--- src/rtl/pll_lock_mgr_pkg.sv ---
// pll_mgr_pkg: shared definitions for the PLL lock manager.
//   - state encoding for the acquisition FSM (PRST, WAIT, STAB, RUN, FAIL)
//   - cnt_width(): width of the shared cycle counter, sized so the largest
//     terminal count fits without wrapping.
// No ports; imported by pll_lock_mgr.
package pll_mgr_pkg;

  localparam logic [2:0] ST_PRST = 3'd0;
  localparam logic [2:0] ST_WAIT = 3'd1;
  localparam logic [2:0] ST_STAB = 3'd2;
  localparam logic [2:0] ST_RUN  = 3'd3;
  localparam logic [2:0] ST_FAIL = 3'd4;

  typedef enum logic [2:0] {
    PRST = ST_PRST,
    WAIT = ST_WAIT,
    STAB = ST_STAB,
    RUN  = ST_RUN,
    FAIL = ST_FAIL
  } state_t;

  // $clog2(max(a,b,c)+1): one counter serves all three timed phases.
  function automatic int cnt_width(input int a, input int b, input int c);
    int m;
    m = a;
    if (b > m) m = b;
    if (c > m) m = c;
    return $clog2(m + 1);
  endfunction

endpackage

--- src/rtl/pll_lock_sync.sv ---
// pll_lock_sync: multi-flop synchroniser bringing the asynchronous PLL LOCK
// into the clkin domain. Output equals the input delayed by SYNC_STAGES flops.
// Ports:
//   clkin     in  reference clock
//   reset     in  synchronous active-high reset, clears the chain to 0
//   async_in  in  asynchronous level (PLL LOCK)
//   sync_out  out synchronised level
module pll_lock_sync #(
  parameter int SYNC_STAGES = 2
) (
  input  logic clkin,
  input  logic reset,
  input  logic async_in,
  output logic sync_out
);

  (* ASYNC_REG = "TRUE" *) logic [SYNC_STAGES-1:0] chain;

  always_ff @(posedge clkin) begin
    if (reset) begin
      chain <= '0;
    end else begin
      chain <= {chain[SYNC_STAGES-2:0], async_in};
    end
  end

  assign sync_out = chain[SYNC_STAGES-1];

endmodule

--- src/rtl/pll_lock_mgr.sv ---
// pll_lock_mgr: supervises the PLL from the reference-clock side. Pulses the
// PLL reset, waits for a synchronised and qualified lock, retries on timeout,
// and releases sys_rst once lock has been stable. Runs entirely on clkin.
// Optional feature macro: PLL_LOSS_CNT_EN adds the lock_loss_cnt port/counter.
// Ports:
//   clkin          in   reference clock
//   reset          in   synchronous active-high reset
//   pll_lock       in   PLL LOCK, asynchronous to clkin
//   pll_reset      out  PLL RESET, active-high
//   sys_rst        out  downstream system reset, active-high
//   ready          out  1 while in RUN (locked and qualified)
//   fail           out  1 once retries are exhausted (left only by reset)
//   retry_cnt      out  retries in the current acquisition attempt
//   lock_loss_cnt  out  RUN->PRST events, saturating (PLL_LOSS_CNT_EN only)
module pll_lock_mgr
  import pll_mgr_pkg::*;
#(
  parameter int RST_PULSE_CYC    = 32,
  parameter int LOCK_TIMEOUT_CYC = 25000,
  parameter int STABLE_CYC       = 2500,
  parameter int SYNC_STAGES      = 2,
  parameter int MAX_RETRY        = 3
) (
  input  logic       clkin,
  input  logic       reset,
  input  logic       pll_lock,
  output logic       pll_reset,
  output logic       sys_rst,
  output logic       ready,
  output logic       fail,
  output logic [3:0] retry_cnt
`ifdef PLL_LOSS_CNT_EN
  ,
  output logic [7:0] lock_loss_cnt
`endif
);

  localparam int CW = cnt_width(RST_PULSE_CYC, LOCK_TIMEOUT_CYC, STABLE_CYC);

  localparam logic [CW-1:0] RST_LAST = CW'(RST_PULSE_CYC - 1);
  localparam logic [CW-1:0] TMO_LAST = CW'(LOCK_TIMEOUT_CYC - 1);
  localparam logic [CW-1:0] STB_LAST = CW'(STABLE_CYC - 1);
  localparam logic [CW-1:0] CNT_ONE  = CW'(1);
  localparam logic [3:0]    MAX_R    = 4'(MAX_RETRY);

  state_t        state;
  state_t        state_nxt;
  logic [CW-1:0] cnt;
  logic [CW-1:0] cnt_nxt;
  logic [3:0]    retry_nxt;
  logic          lock_s;

  pll_lock_sync #(
    .SYNC_STAGES(SYNC_STAGES)
  ) u_sync (
    .clkin   (clkin),
    .reset   (reset),
    .async_in(pll_lock),
    .sync_out(lock_s)
  );

  // Next-state logic. Every exit from a timed phase clears cnt, so the
  // counter only ever runs up to the terminal count of the current phase.
  always_comb begin
    state_nxt = state;
    cnt_nxt   = cnt;
    retry_nxt = retry_cnt;
    case (state)
      PRST: begin
        if (cnt == RST_LAST) begin
          state_nxt = WAIT;
          cnt_nxt   = '0;
        end else begin
          cnt_nxt = cnt + CNT_ONE;
        end
      end
      WAIT: begin
        if (lock_s) begin
          state_nxt = STAB;
          cnt_nxt   = '0;
        end else if (cnt == TMO_LAST) begin
          cnt_nxt = '0;
          if ((MAX_RETRY != 0) && (retry_cnt == MAX_R)) begin
            state_nxt = FAIL;
          end else begin
            state_nxt = PRST;
            if (retry_cnt != 4'hF) retry_nxt = retry_cnt + 4'd1;
          end
        end else begin
          cnt_nxt = cnt + CNT_ONE;
        end
      end
      STAB: begin
        // A lock drop here is a glitch filter event, not a retry.
        if (!lock_s) begin
          state_nxt = WAIT;
          cnt_nxt   = '0;
        end else if (cnt == STB_LAST) begin
          state_nxt = RUN;
          cnt_nxt   = '0;
          retry_nxt = 4'd0;
        end else begin
          cnt_nxt = cnt + CNT_ONE;
        end
      end
      RUN: begin
        retry_nxt = 4'd0;
        cnt_nxt   = '0;
        if (!lock_s) state_nxt = PRST;
      end
      FAIL: begin
        cnt_nxt = '0;
      end
      default: begin
        state_nxt = PRST;
        cnt_nxt   = '0;
      end
    endcase
  end

  // Outputs are decoded from the next state so they change on the same edge
  // as the state register.
  always_ff @(posedge clkin) begin
    if (reset) begin
      state     <= PRST;
      cnt       <= '0;
      retry_cnt <= 4'd0;
      pll_reset <= 1'b1;
      sys_rst   <= 1'b1;
      ready     <= 1'b0;
      fail      <= 1'b0;
    end else begin
      state     <= state_nxt;
      cnt       <= cnt_nxt;
      retry_cnt <= retry_nxt;
      pll_reset <= (state_nxt == PRST) || (state_nxt == FAIL);
      sys_rst   <= (state_nxt != RUN);
      ready     <= (state_nxt == RUN);
      fail      <= (state_nxt == FAIL);
    end
  end

`ifdef PLL_LOSS_CNT_EN
  // Counts lock losses while running; only reset clears it.
  always_ff @(posedge clkin) begin
    if (reset) begin
      lock_loss_cnt <= 8'd0;
    end else if ((state == RUN) && (state_nxt == PRST) && (lock_loss_cnt != 8'hFF)) begin
      lock_loss_cnt <= lock_loss_cnt + 8'd1;
    end
  end
`endif

endmodule

--- config.mk ---
export PLATFORM = sky130hd
export DESIGN_NAME = pll_lock_mgr
export DESIGN_NICKNAME = d
export VERILOG_FILES = /design/src/rtl/pll_lock_mgr_pkg.sv /design/src/rtl/pll_lock_sync.sv /design/src/rtl/pll_lock_mgr.sv
export SDC_FILE = /design/constraint.sdc
export NUM_CORES = 1
export LEC_CHECK = 0
export ABC_AREA = 1
export CAP_MARGIN = 20
export CORE_MARGIN = 2
export CORE_UTILIZATION = 60
export CTS_BUF_LIST = sky130_fd_sc_hd__clkbuf_4
export DETAILED_ROUTE_END_ITERATION = 8
export PLACE_DENSITY = 0.8
export SETUP_SLACK_MARGIN = 0.1
export SLEW_MARGIN = 30
export SYNTH_ARGS = -nofsm -noshare
export SYNTH_HDL_FRONTEND = slang
export SYNTH_HIERARCHICAL = 1
export SYNTH_SLANG_ARGS = --single-unit
--- constraint.sdc ---
create_clock -name clkin -period 2.1 [get_ports clkin]
set_input_delay 0.21 -clock clkin [delete_from_list [all_inputs] [get_ports clkin]]
set_output_delay 0.21 -clock clkin [all_outputs]
set_load 0.1 [all_outputs]
==> results.json <==
{
  "async_reset_ff_frac": 0,
  "critPathLaunchType": "flip-flop",
  "core-area_um2": 2780,
  "power.leakage_nw": 0.766,
  "synth.distinct_cells": 29,
  "drive_gt1_frac": 0.225,
  "finalCriticalPeriod_ps": 1700,
  "path_cells": "ha_1, nand2_2, clkinv_1, nand2_1, nor2_2, nand2_2, nand2_2, nand3_2, nand3_4, nor2_2",
  "clk_pin_slew_ps": 160,
  "io_buffers": 10,
  "tightestPinTransition_ps": 328,
  "cts_tree": "yes",
  "max_freq_ghz": 0.590,
  "vdd_drop_max_uv": 477,
  "synth-edff-count": 0,
  "nets": 277,
  "post-dp-hpwl_mm": 2.93,
  "drc": 0,
  "drt_iter0_markers": 120,
  "initial_utilization": 0.642,
  "syn-cell-area_um2": 1790,
  "cpMaxStageDelayCell": "dfxtp_1",
  "arrival_ps": 1940,
  "clkSinkCount": 28,
  "gp_congestion": 0.923,
  "slew_viol_final": 0,
  "final_common_cell": "nand2_1",
  "clk_latency_ps": 340,
  "cts-root-buf": "clkbuf_4",
  "grt_overflow_total": 0,
  "dr.pass1.iters": 5,
  "outcome": "finished, final reports clean",
  "maxCapViolations": 0,
  "die-area_um2": 3430,
  "postSynthAreaPerCell_um2": 6.90,
  "hold_violations": 0,
  "rsz0062_at_grt": "false",
  "final_cell_mix": "nand2_1 (44), nand3_1 (30), inv_1 (30)",
  "yosysSeqAreaShare": 0.314,
  "synth-main-ff-cell": "dfxtp_1",
  "crit_top_cell": "nand2_2",
  "cp_max_fo": 10,
  "diodes": 0,
  "hp-class": "input port to flip-flop",
  "post_drt_wl_per_cell_um": 12.4,
  "holdBufCountCts": 0,
  "ant_nets": 0,
  "min_from": "pll_lock",
  "yosysWarnings": 6,
  "grt_pass1_vias": 1458,
  "num_vias": 1697,
  "antenna_found_initial": 0,
  "hold_ws_ps": 375,
  "path_class": "flip-flop to flip-flop",
  "r2r_start": "cnt[0]$_SDFF_PP0_",
  "ys_ff_latch": 28,
  "skew_ps": 11.0,
  "die_y_um": 58.6,
  "syn_inst": 259,
  "cts_setup_buffers": 0,
  "setup_viol": 0,
  "syn_nets": 264,
  "numCtsBuffers": 3,
  "num_rows": 19,
  "num-fill-cells": 248,
  "cts.path.max_buffers": 2,
  "power_density_nw_per_um2": 487,
  "fin_setup_tns_ps": 0,
  "worst_path_largest_cell_delay_ps": 380,
  "postRouteWirelength_mm": 3.75,
  "grt_use_total": 0.237,
  "ios": 11,
  "cts-resized-gates": 0,
  "dieWidth_um": 58.6,
  "cp-end-kind": "flip-flop",
  "syn_to_final_growth_pct": 9.38,
  "slew_headroom": 0.781,
  "grt_max_degree": 17,
  "vias_per_cell": 5.62,
  "startpoint": "cnt[0]$_SDFF_PP0_",
  "finalCritPeriodShare": 0.808,
  "grt_pass1_wl_mm": 6.42,
  "cp.required_ps": 2350,
  "h-tree-depth": 1
}
[state kept, by name (all words and copies together) (netlist names)]
name / flops
cnt: 15
fail: 1
pll_reset: 1
ready: 1
retry_cnt: 4
state: 3
sys_rst: 1
u_sync/chain: 2
[synth_stat cells (all sizes together) (2+ instances only)]
cell	instances	area, um^2
a21oi	6	30.0
buf	2	10.0
clkinv	2	8.75
dfxtp	28	561
ha	2	25.0
inv	36	135
nand2	54	228
nand3	35	223
nand4	18	113
nor2	51	277
nor3	6	35.0
o21ai	2	10.0
xnor2	2	17.5
xor2	9	78.8
[per-stage QoR]
stage,instances,total power (W),area (um^2),util,worst slack [ps]
2_1_floorplan,259,0.000591,1790,-,268
4_1_cts,302,0.000956,1950,0.703,390
5_1_grt,302,0.000987,1950,0.703,306
3_3_place_gp,298,0.000605,1900,0.684,523
3_5_place_dp,298,0.000605,1900,0.684,477
6_report,302,0.000951,1950,0.703,404
[cells by family (layout without fill, tap and decap cells)]
group | count (synthesis) | count (layout) | synth area share
flops | 28 | 28 | 0.314
compound gates | 10 | 10 | 0.0301
simple gates | 167 | 167 | 0.500
buf+inv | 41 | 53 | 0.0882
xor+xnor | 11 | 11 | 0.0539
fa+ha+maj | 2 | 2 | 0.0140
[path summary, 6_finish.rpt]
| path | slack, ps | endpoint | depth (start not counted) |
|---|---|---|---|
| setup / recovery | 400 | cnt[6]$_SDFF_PP0_ | 10 |
| setup reg to reg | 400 | cnt[6]$_SDFF_PP0_ | 10 |
| hold reg to reg | 410 | u_sync/chain[1]$_SDFF_PP0_ | 2 |
| hold / removal | 370 | u_sync/chain[0]$_SDFF_PP0_ | 3 |
[routing by layer]
metal  track usage  wire [um]  up-vias
met5             0          0        -
met4        0.0390         34        0
met3        0.0396        296        8
met2         0.377       1680       68
met1         0.343       1740      753
li1              -          -      868
[worst max-delay path: cells and delay by family, from the launching register on]
family                   cells  cell delay [ps]
buffers and inverters        1               70
flip-flops                   1              380
adder cells (fa/ha/maj)      1              260
AND/OR/NAND/NOR              8              870
[layout make-up]
| class | count | area, um^2 | share of cell area |
|---|---|---|---|
| clock buffers | 3 | 22.5 | 0.0115 |
| clock inverters | 1 | 30.0 | 0.0154 |
| inverters | 38 | 144 | 0.0736 |
| multi-input cells | 190 | 1070 | 0.547 |
| flip-flops and latches | 28 | 563 | 0.288 |
| well taps | 31 | 38.8 | 0.0198 |
| repair buffers | 11 | 87.6 | 0.0448 |
[report_power, final]
group / total, W / internal, W / leakage [nW] / switching [W]
registers: 0.000544 / 0.000538 / 0.228 / 0.00000626
clock network: 0.000358 / 0.000193 / 0.0279 / 0.000164
logic: 0.0000486 / 0.0000189 / 0.511 / 0.0000298
No activity file was read; power rests on OpenSTA's default activity.
